`config.mk`:
```
export PLATFORM = sky130hd
export DESIGN_NAME = maze_path_recorder_flat
export DESIGN_NICKNAME = d
export VERILOG_FILES = /design/src/rtl/maze_path_recorder_if.sv /design/src/rtl/maze_path_recorder.sv /design/src/flat_wrapper.sv
export SDC_FILE = /design/constraint.sdc
export NUM_CORES = 1
export LEC_CHECK = 0
export ABC_AREA = 0
export CORE_MARGIN = 1.5
export CORE_UTILIZATION = 60
export CTS_CLUSTER_DIAMETER = 50
export CTS_CLUSTER_SIZE = 24
export DETAILED_ROUTE_END_ITERATION = 10
export PLACE_DENSITY = 0.77
export REMOVE_ABC_BUFFERS = 1
export SETUP_SLACK_MARGIN = 0.5
export SLEW_MARGIN = 40
export SYNTH_ARGS = -nofsm -noshare
export SYNTH_HDL_FRONTEND = slang
export SYNTH_SLANG_ARGS = --single-unit
```
`constraint.sdc`:
```
create_clock -name clk -period 4.7 [get_ports clk]
set_clock_uncertainty 0.05 [all_clocks]
set_input_delay 0.94 -clock clk [delete_from_list [all_inputs] [get_ports clk]]
set_output_delay 0.94 -clock clk [all_outputs]
set_load 0.05 [all_outputs]
```
`src/rtl/maze_path_recorder_if.sv`:
```
// Interface bundling the solver move stream, the replay stream and the status
// signals of maze_path_recorder.
//   master : solver/consumer side (drives start, moves, done/fail, rd_ready)
//   slave  : recorder side (drives replay coordinates and status)
interface maze_path_recorder_if #(
  parameter int unsigned COORD_W = 4,
  parameter int unsigned AW      = 8
);
  logic               start;
  logic               move_valid;
  logic [1:0]         move;
  logic               done;
  logic               fail;
  logic               rd_valid;
  logic               rd_ready;
  logic [COORD_W-1:0] rd_x;
  logic [COORD_W-1:0] rd_y;
  logic               busy;
  logic [AW:0]        path_len;
  logic               ok;
  logic               err;
  logic [1:0]         err_code;

  modport master (
    output start, move_valid, move, done, fail, rd_ready,
    input  rd_valid, rd_x, rd_y, busy, path_len, ok, err, err_code
  );

  modport slave (
    input  start, move_valid, move, done, fail, rd_ready,
    output rd_valid, rd_x, rd_y, busy, path_len, ok, err, err_code
  );
endinterface

```
`src/rtl/maze_path_recorder.sv`:
```
// maze_path_recorder: records the rat_in_maze solver's move stream, tracks the
// rat position, validates the path (in bounds, within buffer depth, ends at the
// goal corner) and replays the positions as a ready/valid stream.
// Ports:
//   clk, rst : clock, asynchronous active-high reset
//   bus      : slave modport of maze_path_recorder_if
//              in : start, move_valid, move, done, fail, rd_ready
//              out: rd_valid, rd_x, rd_y (combinational), busy, path_len, ok,
//                   err, err_code (registered)
module maze_path_recorder #(
  parameter int unsigned COORD_W = 4,
  parameter int unsigned DEPTH   = 256,
  parameter int unsigned AW      = 8
) (
  input logic                 clk,
  input logic                 rst,
  maze_path_recorder_if.slave bus
);

  localparam logic [COORD_W-1:0] GOAL = {COORD_W{1'b1}};
  localparam logic [AW:0]        FULL = (AW+1)'(DEPTH);

  typedef enum logic [2:0] {IDLE, CAPTURE, CHECK, REPLAY, FINISH} state_t;

  state_t             state;
  logic [COORD_W-1:0] pos_x, pos_y;
  logic [COORD_W-1:0] rp_x, rp_y;
  logic [AW-1:0]      wr_ptr, rd_ptr;
  logic [AW:0]        path_len;
  logic               bnd_flag, ovf_flag, fail_flag;
  logic               rd_valid, busy, ok, err;
  logic [1:0]         err_code;
  logic [1:0]         mem [DEPTH];

  logic [COORD_W:0]   cap_sx, cap_sy;
  logic [1:0]         rd_mv;
  logic [COORD_W-1:0] rd_x_c, rd_y_c;
  logic               cap_we;

  // One-axis step with a spare MSB: the MSB flags a step past 0 or the max.
  function automatic logic [COORD_W:0] move_axis(input logic [COORD_W-1:0] c,
                                                 input logic inc,
                                                 input logic dec);
    logic [COORD_W:0] r;
    r = {1'b0, c};
    if (inc)      r = r + (COORD_W+1)'(1);
    else if (dec) r = r - (COORD_W+1)'(1);
    return r;
  endfunction

  // Capture step and replay coordinate (replay paths are already in bounds).
  always_comb begin
    cap_sx = move_axis(pos_x, bus.move == 2'b01, bus.move == 2'b10);
    cap_sy = move_axis(pos_y, bus.move == 2'b11, bus.move == 2'b00);
    rd_mv  = mem[rd_ptr];
    rd_x_c = '0;
    rd_y_c = '0;
    if (rd_valid) begin
      rd_x_c = COORD_W'(move_axis(rp_x, rd_mv == 2'b01, rd_mv == 2'b10));
      rd_y_c = COORD_W'(move_axis(rp_y, rd_mv == 2'b11, rd_mv == 2'b00));
    end
    cap_we = (state == CAPTURE) && !bus.start && bus.move_valid && (path_len != FULL);
  end

  // Move buffer.
  always_ff @(posedge clk) begin
    if (cap_we) mem[wr_ptr] <= bus.move;
  end

  // Control FSM with registered status outputs.
  always_ff @(posedge clk or posedge rst) begin
    if (rst) begin
      state     <= IDLE;
      pos_x     <= '0;
      pos_y     <= '0;
      rp_x      <= '0;
      rp_y      <= '0;
      wr_ptr    <= '0;
      rd_ptr    <= '0;
      path_len  <= '0;
      bnd_flag  <= 1'b0;
      ovf_flag  <= 1'b0;
      fail_flag <= 1'b0;
      rd_valid  <= 1'b0;
      busy      <= 1'b0;
      ok        <= 1'b0;
      err       <= 1'b0;
      err_code  <= 2'b00;
    end else if (bus.start) begin
      state     <= CAPTURE;
      pos_x     <= '0;
      pos_y     <= '0;
      rp_x      <= '0;
      rp_y      <= '0;
      wr_ptr    <= '0;
      rd_ptr    <= '0;
      path_len  <= '0;
      bnd_flag  <= 1'b0;
      ovf_flag  <= 1'b0;
      fail_flag <= 1'b0;
      rd_valid  <= 1'b0;
      busy      <= 1'b1;
      ok        <= 1'b0;
      err       <= 1'b0;
      err_code  <= 2'b00;
    end else begin
      case (state)
        CAPTURE: begin
          if (bus.move_valid) begin
            if (path_len == FULL) begin
              ovf_flag <= 1'b1;
            end else begin
              wr_ptr   <= wr_ptr + AW'(1);
              path_len <= path_len + (AW+1)'(1);
              // Saturate: an out-of-range step leaves the coordinate unchanged.
              pos_x    <= cap_sx[COORD_W] ? pos_x : cap_sx[COORD_W-1:0];
              pos_y    <= cap_sy[COORD_W] ? pos_y : cap_sy[COORD_W-1:0];
              if (cap_sx[COORD_W] || cap_sy[COORD_W]) bnd_flag <= 1'b1;
            end
          end
          if (bus.done) begin
            fail_flag <= bus.fail;
            state     <= CHECK;
          end
        end
        CHECK: begin
          if (fail_flag || ovf_flag || bnd_flag || pos_x != GOAL || pos_y != GOAL) begin
            err   <= 1'b1;
            busy  <= 1'b0;
            state <= FINISH;
            if (fail_flag)     err_code <= 2'b01;
            else if (ovf_flag) err_code <= 2'b11;
            else if (bnd_flag) err_code <= 2'b10;
            else               err_code <= 2'b00;
          end else begin
            rp_x     <= '0;
            rp_y     <= '0;
            rd_ptr   <= '0;
            rd_valid <= 1'b1;
            state    <= REPLAY;
          end
        end
        REPLAY: begin
          if (rd_valid && bus.rd_ready) begin
            rp_x   <= rd_x_c;
            rp_y   <= rd_y_c;
            rd_ptr <= rd_ptr + AW'(1);
            if ({1'b0, rd_ptr} == path_len - (AW+1)'(1)) begin
              rd_valid <= 1'b0;
              ok       <= 1'b1;
              busy     <= 1'b0;
              state    <= FINISH;
            end
          end
        end
        default: ;
      endcase
    end
  end

  assign bus.rd_valid = rd_valid;
  assign bus.rd_x     = rd_x_c;
  assign bus.rd_y     = rd_y_c;
  assign bus.busy     = busy;
  assign bus.path_len = path_len;
  assign bus.ok       = ok;
  assign bus.err      = err;
  assign bus.err_code = err_code;

endmodule

```
`src/flat_wrapper.sv`:
```
// flat-port wrapper written by rule: the top's interface ports become plain ports
module maze_path_recorder_flat 
#(
  parameter int unsigned COORD_W = 4,
  parameter int unsigned DEPTH   = 256,
  parameter int unsigned AW      = 8
)
  (clk, rst, bus_start, bus_move_valid, bus_move, bus_done, bus_fail, bus_rd_ready, bus_rd_valid, bus_rd_x, bus_rd_y, bus_busy, bus_path_len, bus_ok, bus_err, bus_err_code);
  maze_path_recorder_if #(.COORD_W(COORD_W), .AW(AW)) bus_i ();
  input logic clk;
  input logic rst;
  input wire logic [$bits(bus_i.start)-1:0] bus_start;
  input wire logic [$bits(bus_i.move_valid)-1:0] bus_move_valid;
  input wire logic [$bits(bus_i.move)-1:0] bus_move;
  input wire logic [$bits(bus_i.done)-1:0] bus_done;
  input wire logic [$bits(bus_i.fail)-1:0] bus_fail;
  input wire logic [$bits(bus_i.rd_ready)-1:0] bus_rd_ready;
  output wire logic [$bits(bus_i.rd_valid)-1:0] bus_rd_valid;
  output wire logic [$bits(bus_i.rd_x)-1:0] bus_rd_x;
  output wire logic [$bits(bus_i.rd_y)-1:0] bus_rd_y;
  output wire logic [$bits(bus_i.busy)-1:0] bus_busy;
  output wire logic [$bits(bus_i.path_len)-1:0] bus_path_len;
  output wire logic [$bits(bus_i.ok)-1:0] bus_ok;
  output wire logic [$bits(bus_i.err)-1:0] bus_err;
  output wire logic [$bits(bus_i.err_code)-1:0] bus_err_code;
  assign bus_i.start = bus_start;
  assign bus_i.move_valid = bus_move_valid;
  assign bus_i.move = bus_move;
  assign bus_i.done = bus_done;
  assign bus_i.fail = bus_fail;
  assign bus_i.rd_ready = bus_rd_ready;
  assign bus_rd_valid = bus_i.rd_valid;
  assign bus_rd_x = bus_i.rd_x;
  assign bus_rd_y = bus_i.rd_y;
  assign bus_busy = bus_i.busy;
  assign bus_path_len = bus_i.path_len;
  assign bus_ok = bus_i.ok;
  assign bus_err = bus_i.err;
  assign bus_err_code = bus_i.err_code;
  maze_path_recorder #(.COORD_W(COORD_W), .DEPTH(DEPTH), .AW(AW)) u_core (.clk(clk), .rst(rst), .bus(bus_i));
endmodule
```
## After elaboration in Yosys (flattened, before gate mapping)

Memory sizes are Yosys's and may differ from the RTL's.
Cells that the tools add are included.
W data, S select, Z words.

| storage, ports and cells | value |
|---|---|
| register bits after elaboration | 53 |
| memory bits (writable) | 512 |
| bits of input ports | 9 |
| output and inout port bits | 23 |
| memories | 1 |

| operators by class | value |
|---|---|
| add/subtract/negate cells | 12 |
| equality and inequality tests | 22 |
| multiplexer cells | 80 |
| reduce and logical (&&, ||, !) cells | 38 |

Memory list:

| memory | words | bits a word | rd ports | clocked after Yosys merged registers in | write ports | line | RTL |
|---|---|---|---|---|---|---|---|
| u_core.mem | 256 | 2 | 1 | 0 | 1 | maze_path_recorder.sv:33 | `logic [1:0] mem [DEPTH];` |

Operators with widths:

| operator | number |
|---|---|
| $mux W4 | 21 |
| $mux W8 | 7 |
| $mux W9 | 4 |
| $mux W1 | 27 |
| $mux W5 | 4 |
| $reduce_bool A2 Y1 | 10 |
| $add A8 B1 Y8 const B | 2 |
| $pmux W4 S2 | 2 |
| $pmux W8 S2 | 1 |
| $reduce_and A4 Y1 | 4 |
| $mux W3 | 5 |
| $mux W2 | 6 |
| $reduce_and A3 Y1 | 4 |
| $add A4 B1 Y5 const B | 2 |
| $reduce_and A5 Y1 | 2 |
| $sub A4 B1 Y5 const B | 2 |
| $add A9 B1 Y9 const B | 1 |
| $eq A8 B9 Y1 | 1 |
| $eq A9 B9 Y1 const B | 1 |
| $ne A3 B2 Y1 const B | 3 |
| $ne A9 B9 Y1 const B | 1 |
| $pmux W3 S3 | 1 |
| $reduce_bool A3 Y1 | 3 |
| $sub A9 B1 Y9 const B | 1 |
| 16 further kinds | 37 |

## Logic depth before layout (Yosys ltp)

Gate-level depths: netlist of run 1.

| logic depth | value |
|---|---|
| depth after elaboration | 9 |
| gate-level depth with buffers | 14 |

## Worst setup path after synthesis of run 1

OpenSTA, ideal clock, no wires.

| timing | value |
|---|---|
| path type | register to output |
| start | register u_core.rd_ptr[0] |
| end | output port bus_rd_y[0] |
| arrival time | 3.774 ns |
| required time | 3.710 ns |
| slack | -0.064 ns |
| stages on the path, launching flop included | 14 |
| cells stage by stage | dfrtp_1 -> buf_6 -> buf_6 -> buf_4 -> buf_2 -> mux4_2 -> a22oi_1 -> nand2_1 -> a32o_1 -> a22oi_2 -> nand2_1 -> xnor2_1 -> xnor2_1 -> nor2b_1 |

| on the way | value |
|---|---|
| cells in the longest elaborated chain, start to end | 5 |

Ends and longest elaborated chain:

| what | line | RTL |
|---|---|---|
| from (decl) | maze_path_recorder.sv:28 | `logic [AW-1:0] wr_ptr, rd_ptr;` |
| from (signal assigned) | maze_path_recorder.sv:147 | `rd_ptr <= rd_ptr + AW'(1);` |
| $mem_v2 Z256 W2 * | - |  |
| $logic_not A2 Y1 | maze_path_recorder.sv:60 | `rd_y_c = COORD_W'(move_axis(rp_y, rd_mv == 2'b11, rd_mv == 2'b00));` |
| $mux W4 | maze_path_recorder.sv:47 | `else if (dec) r = r - (COORD_W+1)'(1);` |
| $mux W4 * | maze_path_recorder.sv:46 | `if (inc) r = r + (COORD_W+1)'(1);` |
| $mux W4 * | maze_path_recorder.sv:58 | `if (rd_valid) begin` |
| to (decl) | flat_wrapper.sv:20 | `output wire logic [$bits(bus_i.rd_y)-1:0] bus_rd_y;` |

Mark *: on every way between the ends. The rest lies on a longest branch, timed or not.

## Final worst setup path of run 1

| timing | value |
|---|---|
| start | register u_core.rd_ptr[0] |
| end | output port bus_rd_x[2] |

| on the way | value |
|---|---|
| cells in the longest elaborated chain, start to end | 5 |

Ends and longest elaborated chain:

| what | line | RTL |
|---|---|---|
| $mem_v2 Z256 W2 * | - |  |
| $eq A2 B2 Y1 | maze_path_recorder.sv:59 | `rd_x_c = COORD_W'(move_axis(rp_x, rd_mv == 2'b01, rd_mv == 2'b10));` |
| $mux W4 | maze_path_recorder.sv:47 |  |
| $mux W4 * | maze_path_recorder.sv:46 |  |
| $mux W4 * | maze_path_recorder.sv:58 |  |
| to (decl) | flat_wrapper.sv:19 | `output wire logic [$bits(bus_i.rd_x)-1:0] bus_rd_x;` |

Marked as above.

==> results.tsv, run 1 <==
stage	metric	value	unit
run_status	run status	finished with violations	
run_status	failing checks	setup timing	
worst_setup_path	R2R Path End	u_core.rp_y[0]	
yosys	post-synth design cell area	24500	µm²
worst_setup_path	Critical Path End Type	primary output	
routing	DR vias	15275	
worst_setup_path	Crit. path cell count	13	
yosys	syn avg cell area	15.0	µm²
floorplanning	Top Ports	32	
pwr	Power Density	362	nW/µm²
worst_setup_path	CP endpoint	bus_rd_x[2]	
global_route	total gr overflow	0	
final_layout	FF+latch area	16700	µm²
global_route	antenna violations before repair	0	
routing	DRT Pass-1 Iters	5	
clocking	CTS Root Cell	clkbuf_16	
final_layout	nets@finish	1749	
global_route	largest net degree at the start of global routing	201	
pwr	Net Sw Power	2410	µW
yosys	Synth cell types	70	
timing	Rel. slew slack	45.3	%
floorplanning	Core Region	40000	µm²
timing	Final Hold Vio Count	0	
floorplanning	FP Rows	73	
floorplanning	Die Height	205	µm
flow_run	max-cap violations	0	
min_path	hold path startpoint	u_core.bus.busy	
clocking	CTS max path bufs	3	
clocking	CTS tree	done	
floorplanning	die width	205	µm
routing	detailed-route vias per instance	6.69	
timing	min Tclk post-route	5.03	ns
worst_setup_path	crit start category	flip-flop	
yosys	Seq/Total Area, Yosys	68.1	%
floorplanning	DIE AREA	42100	µm²
timing	final setup vio count	8	
global_route	gr usage total	30.4	%
timing	worst-margin pin slew	0.821	ns
worst_setup_path	CP delay by family, top	multiplexers	
clocking	Clock transition at path regs	0.09	ns
yosys	EDFF count, synth	512	
global_route	first-pass GRT wire length	92200	µm
worst_setup_path	cell mode on critical path	buf_12	
clocking	Worst-Skew Late Latency	0.60	ns
pwr	Max VDD drop	0.318	mV
yosys	Synth Warn #	0	
timing	final worst slack	-0.329	ns
final_layout	area delta synth->final	14.7	%
place	GP Congestion	0.876	
min_path	Hold WC Path Type	reg2reg	
worst_setup_path	CP Launch Point	u_core.rd_ptr[0]	
routing	DRT iter0 DRCs	2214	
yosys	ys async rst share	9.38	%
pwr	Leak Pwr	0.00898	µW
routing	Routed WL	62000	µm
worst_setup_path	Req. time, crit path	3.71	ns
worst_setup_path	Setup Crit Path Kind	reg2out	
floorplanning	Initial Util	61.3	%
worst_setup_path	Worst path slowest cell	mux4_2	
worst_setup_path	crit path buf inv count	4	
timing	top achievable clock speed	0.199	GHz
clocking	H-tree Lvls	2	
worst_setup_path	Worst Path Max Fanout	7	
final_layout	footprint of the multi-input gates	7490	µm²
clocking	Num CTS Buffers	44	
pwr	cell internal pwr	7770	µW
global_route	vias in the first global route	14960	
yosys	commonest register cell after synthesis	edfxtp_1	
clocking	clk sinks	565	
final_layout	layout cells sized above 1	21.2	%
pwr	part of the power in registers	54.6	%
routing	Routed WL per cell	27.2	µm
worst_setup_path	R2R Path Start	u_core.rd_ptr[0]	
timing	setup TNS	-2.43	ns
pwr	Logic pwr share	6.5	%
timing	RSZ-0062 raised after global routing	yes	
pwr	Final Power	10200	µW
worst_setup_path	internal reg-to-reg setup slack	1.11	ns
place	post-DP HPWL	36000	µm
routing	Post-route DRC	0	
worst_setup_path	max incr delay on CP	0.52	ns
worst_setup_path	Worst R2R Path Depth	12	
final_layout	Layout fillers	2514	
timing	fin crit share	107	%
yosys	flops & latches, synth	565	
pwr	clock group share of total power	38.9	%
worst_setup_path	worst path arrival time	4.04	ns
timing	max-slew violations	0	
routing	post-route ant nets	0	
place	number of port buffers	31	
pwr	switching portion of total power	23.7	%
yosys	Syn Inst Count	1639	
final_layout	Antenna diodes	0	
worst_setup_path	CP cell instances	buf_12 > buf_12 > mux4_2 > mux4_2 > a21o_1 > nand2_2 > a21oi_4 > a2111oi_4 > buf_6 > mux2_4 > xnor2_1 > and2_4 > buf_12	
-- placed cells by master, fill, tap and decap left out, drive strengths merged, types with 5 or more instances in the layout --
cell           netlist  routed
mux4               116     116
edfxtp             512     512
nand2              100     100
dfrtp               53      53
and3                 8       8
nor2b               17      17
a21oi               32      32
ha                  16      16
inv                 23      34
o21ai               33      33
nand2b              13      13
xnor2               16      16
nor3                17      17
xor2                17      17
a211oi               5       5
or3                 11      11
clkinv               1      17
buf                 33     120
nor2               321     321
mux2i               37      37
a22oi               18      18
nor4                 7       7
o22ai               13      13
a22o                17      17
clkdlybuf4s50        0      21
clkbuf              71      48
a32oi                5       5
mux2                15      15
and2                10      10
a31oi                5       5
nand3               27      27
-- how the worst min path moves through the flow --
stage / end / slack, ns / cells after the start
global placement: u_core.bus.err / 0.43 / 2
detailed placement: u_core.bus.busy / 0.44 / 1
floorplan: u_core.bnd_flag / 0.41 / 2
global route: u_core.bus.busy / 0.47 / 1
CTS: u_core.bus.busy / 0.45 / 1
finish: u_core.bus.busy / 0.45 / 1
-- repair_timing --
item	4_1_cts	5_1_grt
endpoints found under the hold margin	0	0
pin swaps	22	4
cloned	5	0
buffers inserted	25	1
endpoints found under the setup margin	8	8
hold buffers	0	0
gates resized for setup	48	13
-- logic make-up (layout without fill, tap and decap cells) --
group	after synthesis	in the layout	share of synthesized area, %
mux	168	168	12.9
compound gates	175	175	5.02
flops	565	565	68.1
buf+inv	128	246	2.23
simple gates	554	554	9.76
xor+xnor	33	33	1.18
fa+ha+maj	16	16	0.817
-- layout make-up --
type                            count  share of cell area [%]
Sequential cell                   565                    59.4
Clock buffer                       48                    4.12
Clock inverter                     31                    1.43
Multi-Input combinational cell    946                    26.6
Tap cell                          525                    2.34
Inverter                           24                   0.329
Timing Repair Buffer              143                    5.71
-- stage by stage --
| stage | worst slack (ns) | utilization [%] | std cells | hold WS, ns | cell area [µm²] |
|---|---|---|---|---|---|
| 3_5_place_dp | 0.120 | 64.6 | 2171 | 0.442 | 25900 |
| 6_report | -0.329 | 70.3 | 2282 | 0.446 | 28100 |
| 3_3_place_gp | 0.0985 | 64.6 | 2171 | 0.434 | 25900 |
| 5_1_grt | -0.442 | 70.3 | 2282 | 0.468 | 28100 |
| 2_1_floorplan | -5.00 | - | 1535 | 0.413 | 24100 |
| 4_1_cts | -0.325 | 70.0 | 2280 | 0.454 | 28000 |
-- synth_stat cells, drive strengths merged (17+ instances only) --
cell type,n,share of area [%]
nor2,321,4.9
nand2,100,1.5
nor3,17,0.35
dfrtp,53,5.4
o21ai,33,0.67
a21oi,32,0.65
nand3,27,0.55
edfxtp,512,63
xor2,17,0.61
nor2b,17,0.43
a22o,17,0.61
mux2i,37,1.5
mux4,116,11
buf,33,0.78
clkbuf,71,1.1
a22oi,18,0.57
inv,23,0.35
-- power groups by stage --
stage          sequential [µW]  clock, µW  combinational, µW
5_1_grt                   5570       4190                708
2_1_floorplan             5700          0                301
3_5_place_dp              5670          0                630
3_3_place_gp              5670          0                614
4_1_cts                   5560       4020                642
6_report                  5560       3970                660
-- sequential cells by signal, summed over array words and instances, names as in the netlist --
signal	cells
u_core.bnd_flag	1
u_core.bus.busy	1
u_core.bus.err	1
u_core.bus.err_code	2
u_core.bus.ok	1
u_core.bus.path_len	9
u_core.bus.rd_valid	1
u_core.fail_flag	1
u_core.mem	512
u_core.ovf_flag	1
u_core.pos_x	4
u_core.pos_y	4
u_core.rd_ptr	8
u_core.rp_x	4
u_core.rp_y	4
u_core.state	3
u_core.wr_ptr	8
-- per-layer routing --
layer  GRT usage [%]  vias up  wire (µm)
met1            42.2     7672      22600
met4            11.8        0       2510
met2            47.8      997      29700
met5               0        -          0
met3            6.46      182       7280
li1                -     6424          -
Power figures use the tool's default switching activity.
==> run 2, diff against run 1 <==
- CORE_ASPECT_RATIO: not set -> 0.8
- RECOVER_POWER: not set -> 50
==> run 2 against run 1 <==
Against the previous run: the flow finishes with violations (capacitance limit, slew limit, setup timing); cell count rose by 1.1%; worst hold slack improved by 0.0097 ns; wire length grew 4.7%; first-iteration DRC count is 11% higher; maximum frequency fell by 2.5%; cell area down 0.40%; total power down 3.9%; sequential share of layout area up 0.24 points; combinational power is 2% higher; flip-flop and latch count unchanged.
==> results.tsv, run 2 (same netlist as run 1, synthesis figures left out) <==
stage	metric	value	unit	change
run_status	run status	finished with violations		unchanged
run_status	failing checks	capacitance limit, slew limit, setup timing		was setup timing
global_route	antenna violations before repair	1		was 0
routing	Routed WL	65000	µm	was 62000 µm
place	post-DP HPWL	38200	µm	was 36000 µm
timing	top achievable clock speed	0.194	GHz	was 0.199 GHz
timing	Rel. slew slack	-68.1	%	was 45.3%
clocking	CTS Root Cell	clkbuf_16		unchanged
global_route	total gr overflow	0		unchanged
timing	max-slew violations	338		was 0
global_route	gr usage total	30.8	%	was 30.4%
worst_setup_path	cell mode on critical path	buf_12		unchanged
final_layout	Largest register FFs	512		unchanged
clocking	CTS hold repair buffers	0		unchanged
routing	DR vias	15593		was 15275
worst_setup_path	CP delay by family, top	multiplexers		unchanged
timing	Final Hold Vio Count	0		unchanged
clocking	H-tree Lvls	2		unchanged
timing	RSZ-0062 raised after global routing	yes		unchanged
min_path	Hold WC Path Type	reg2reg		unchanged
flow_run	max-cap violations	4		was 0
floorplanning	die width	229	µm	was 205 µm
clocking	Num CTS Buffers	37		was 44
place	Post-Place Cells	2202		was 2171
final_layout	Layout fillers	2568		was 2514
final_layout	Non-Filler Instances	2308		was 2282
worst_setup_path	CP cell instances	buf_12 > clkbuf_16 > buf_4 > mux4_2 > mux2i_2 > nand2_1 > a32oi_2 > o32ai_2 > a2111oi_4 > buf_6 > mux2_4 > xnor2_2 > and2_4 > buf_12		was buf_12 > buf_12 > mux4_2 > mux4_2 > a21o_1 > nand2_2 > a21oi_4 > a2111oi_4 > buf_6 > mux2_4 > xnor2_1 > and2_4 > buf_12
routing	DRT Pass-1 Iters	6		was 5
worst_setup_path	Worst path slowest cell	mux4_2		unchanged
clocking	Worst-Skew Late Latency	0.58	ns	was 0.60 ns
clocking	Clock transition at path regs	0.09	ns	about the same
routing	Post-route DRC	0		unchanged
global_route	first-pass GRT wire length	94300	µm	was 92200 µm
routing	DRT iter0 DRCs	2462		was 2214
clocking	CTS max path bufs	3		unchanged
final_layout	nets@finish	1761		was 1749
pwr	Leak Pwr	0.00891	µW	was 0.00898 µW
final_layout	Antenna diodes	0		unchanged
routing	post-route ant nets	0		unchanged
global_route	largest net degree at the start of global routing	129		was 201
timing	final setup vio count	8		unchanged
worst_setup_path	Worst Path Max Fanout	5		was 7
timing	min Tclk post-route	5.16	ns	was 5.03 ns
floorplanning	FP Rows	66		was 73
final_layout	Largest regs	u_core.mem: 512 flops, u_core.bus.path_len: 9 flops		unchanged
floorplanning	DIE AREA	42100	µm²	about the same
global_route	vias in the first global route	14965		was 14960
final_layout	area delta synth->final	14.2	%	was 14.7%
floorplanning	Initial Util	60.6	%	was 61.3%
floorplanning	Top Ports	32		unchanged
final_layout	most frequent cells in the layout	edfxtp_1, nor2_1, mux4_2, buf_4, nand2_1		was edfxtp_1, nor2_1, mux4_2, nand2_1, buf_4
timing	worst-margin pin slew	2.52	ns	was 0.821 ns
timing	final worst slack	-0.457	ns	was -0.329 ns
worst_setup_path	Setup Crit Path Kind	reg2out		unchanged
worst_setup_path	max incr delay on CP	0.53	ns	was 0.52 ns
routing	detailed-route vias per instance	6.76		was 6.69
worst_setup_path	crit start category	flip-flop		unchanged
clocking	CTS tree	done		unchanged
worst_setup_path	crit path buf inv count	5		was 4
final_layout	Reg with most FFs	u_core.mem		unchanged
routing	Routed WL per cell	28.2	µm	was 27.2 µm
worst_setup_path	worst path arrival time	4.17	ns	was 4.04 ns
worst_setup_path	Req. time, crit path	3.71	ns	about the same
pwr	Max VDD drop	0.328	mV	was 0.318 mV
place	number of port buffers	31		unchanged
timing	fin crit share	110	%	was 107%
final_layout	layout cells sized above 1	21.9	%	was 21.2%
floorplanning	Die Height	184	µm	was 205 µm
worst_setup_path	Critical Path End Type	primary output		unchanged
final_layout	most common cell after layout, fill and taps aside	edfxtp_1		unchanged
clocking	clk sinks	565		unchanged
floorplanning	Core Region	40500	µm²	was 40000 µm²
place	GP Congestion	0.878		was 0.876
timing	Min Hold Slack	0.456	ns	was 0.446 ns
pwr	Power Density	350	nW/µm²	was 362 nW/µm²
==> run 2: routing by layer <==
metal	share of wire [%]	vias up	routed length [µm]	track usage, %
li1	-	6437	-	-
met1	37	7836	23900	43.3
met2	48	1157	30900	48.1
met3	13	161	8230	7.23
met4	2.9	2	1910	10.3
met5	0.10	-	67	1.16
==> run 2: final cells by class <==
type                            count  area [µm²]  share of cell area [%]
Sequential cell                   565       16700                    59.7
Inverter                           24        91.3                   0.326
Clock inverter                     25         317                    1.13
Tap cell                          544         681                    2.43
Multi-Input combinational cell    946        7550                    27.0
Clock buffer                       42         955                    3.41
Timing Repair Buffer              162        1690                    6.04
==> run 2: where the power goes <==
group	internal (µW)	total (µW)	switching [µW]
clock	1750	3550	1800
sequential	5520	5570	50.9
combinational	213	672	459
total	7480	9790	2310
==> run 2: worst register-to-register path, cell delays in order (launching register included) <==
cell and delay [ns]:
dfrtp_4 0.46, buf_12 0.18, clkbuf_16 0.17, buf_4 0.13, mux4_2 0.53, mux2i_2 0.27
nand2_1 0.13, a32oi_2 0.30, o32ai_2 0.17, a2111oi_4 0.26, buf_6 0.21, buf_6 0.14
xnor2_4 0.09, buf_4 0.15, buf_4 0.13, or3_1 0.30, o21ai_1 0.08
==> run 2: path summary, 6_finish.rpt <==
kind	start	cells past startpoint	slack, ns	endpoint
min reg2reg	u_core.bus.err	2	0.46	u_core.bus.err
min	u_core.bus.err	2	0.46	u_core.bus.err
max	u_core.rd_ptr[0]	14	-0.46	bus_rd_x[2]
max reg2reg	u_core.rd_ptr[0]	16	0.88	u_core.rp_y[0]
min in group asynchronous	rst	2	1.26	u_core.rp_x[1]
max in group asynchronous	rst	3	1.92	u_core.pos_x[0]
==> run 2: repair_timing <==
action                     CTS  global route
cloned                       4             1
buffers inserted            20            14
setup endpoints to repair    8             8
pin swaps                    7             7
resized for setup           44            27
==> run 2: through the flow <==
step | setup slack, ns | utilization (%) | TNS [ns] | area [µm²] | power (µW)
3_5_place_dp | -0.0258 | 64.2 | -0.0367 | 26000 | 6300
3_3_place_gp | 0.0667 | 64.1 | 0 | 26000 | 6280
4_1_cts | -0.369 | 68.5 | -2.66 | 27700 | 9760
5_1_grt | -0.519 | 69.2 | -3.59 | 28000 | 10000
2_1_floorplan | -5.00 | - | -89.57 | 24100 | 6000
6_report | -0.457 | 69.2 | -3.10 | 28000 | 9790
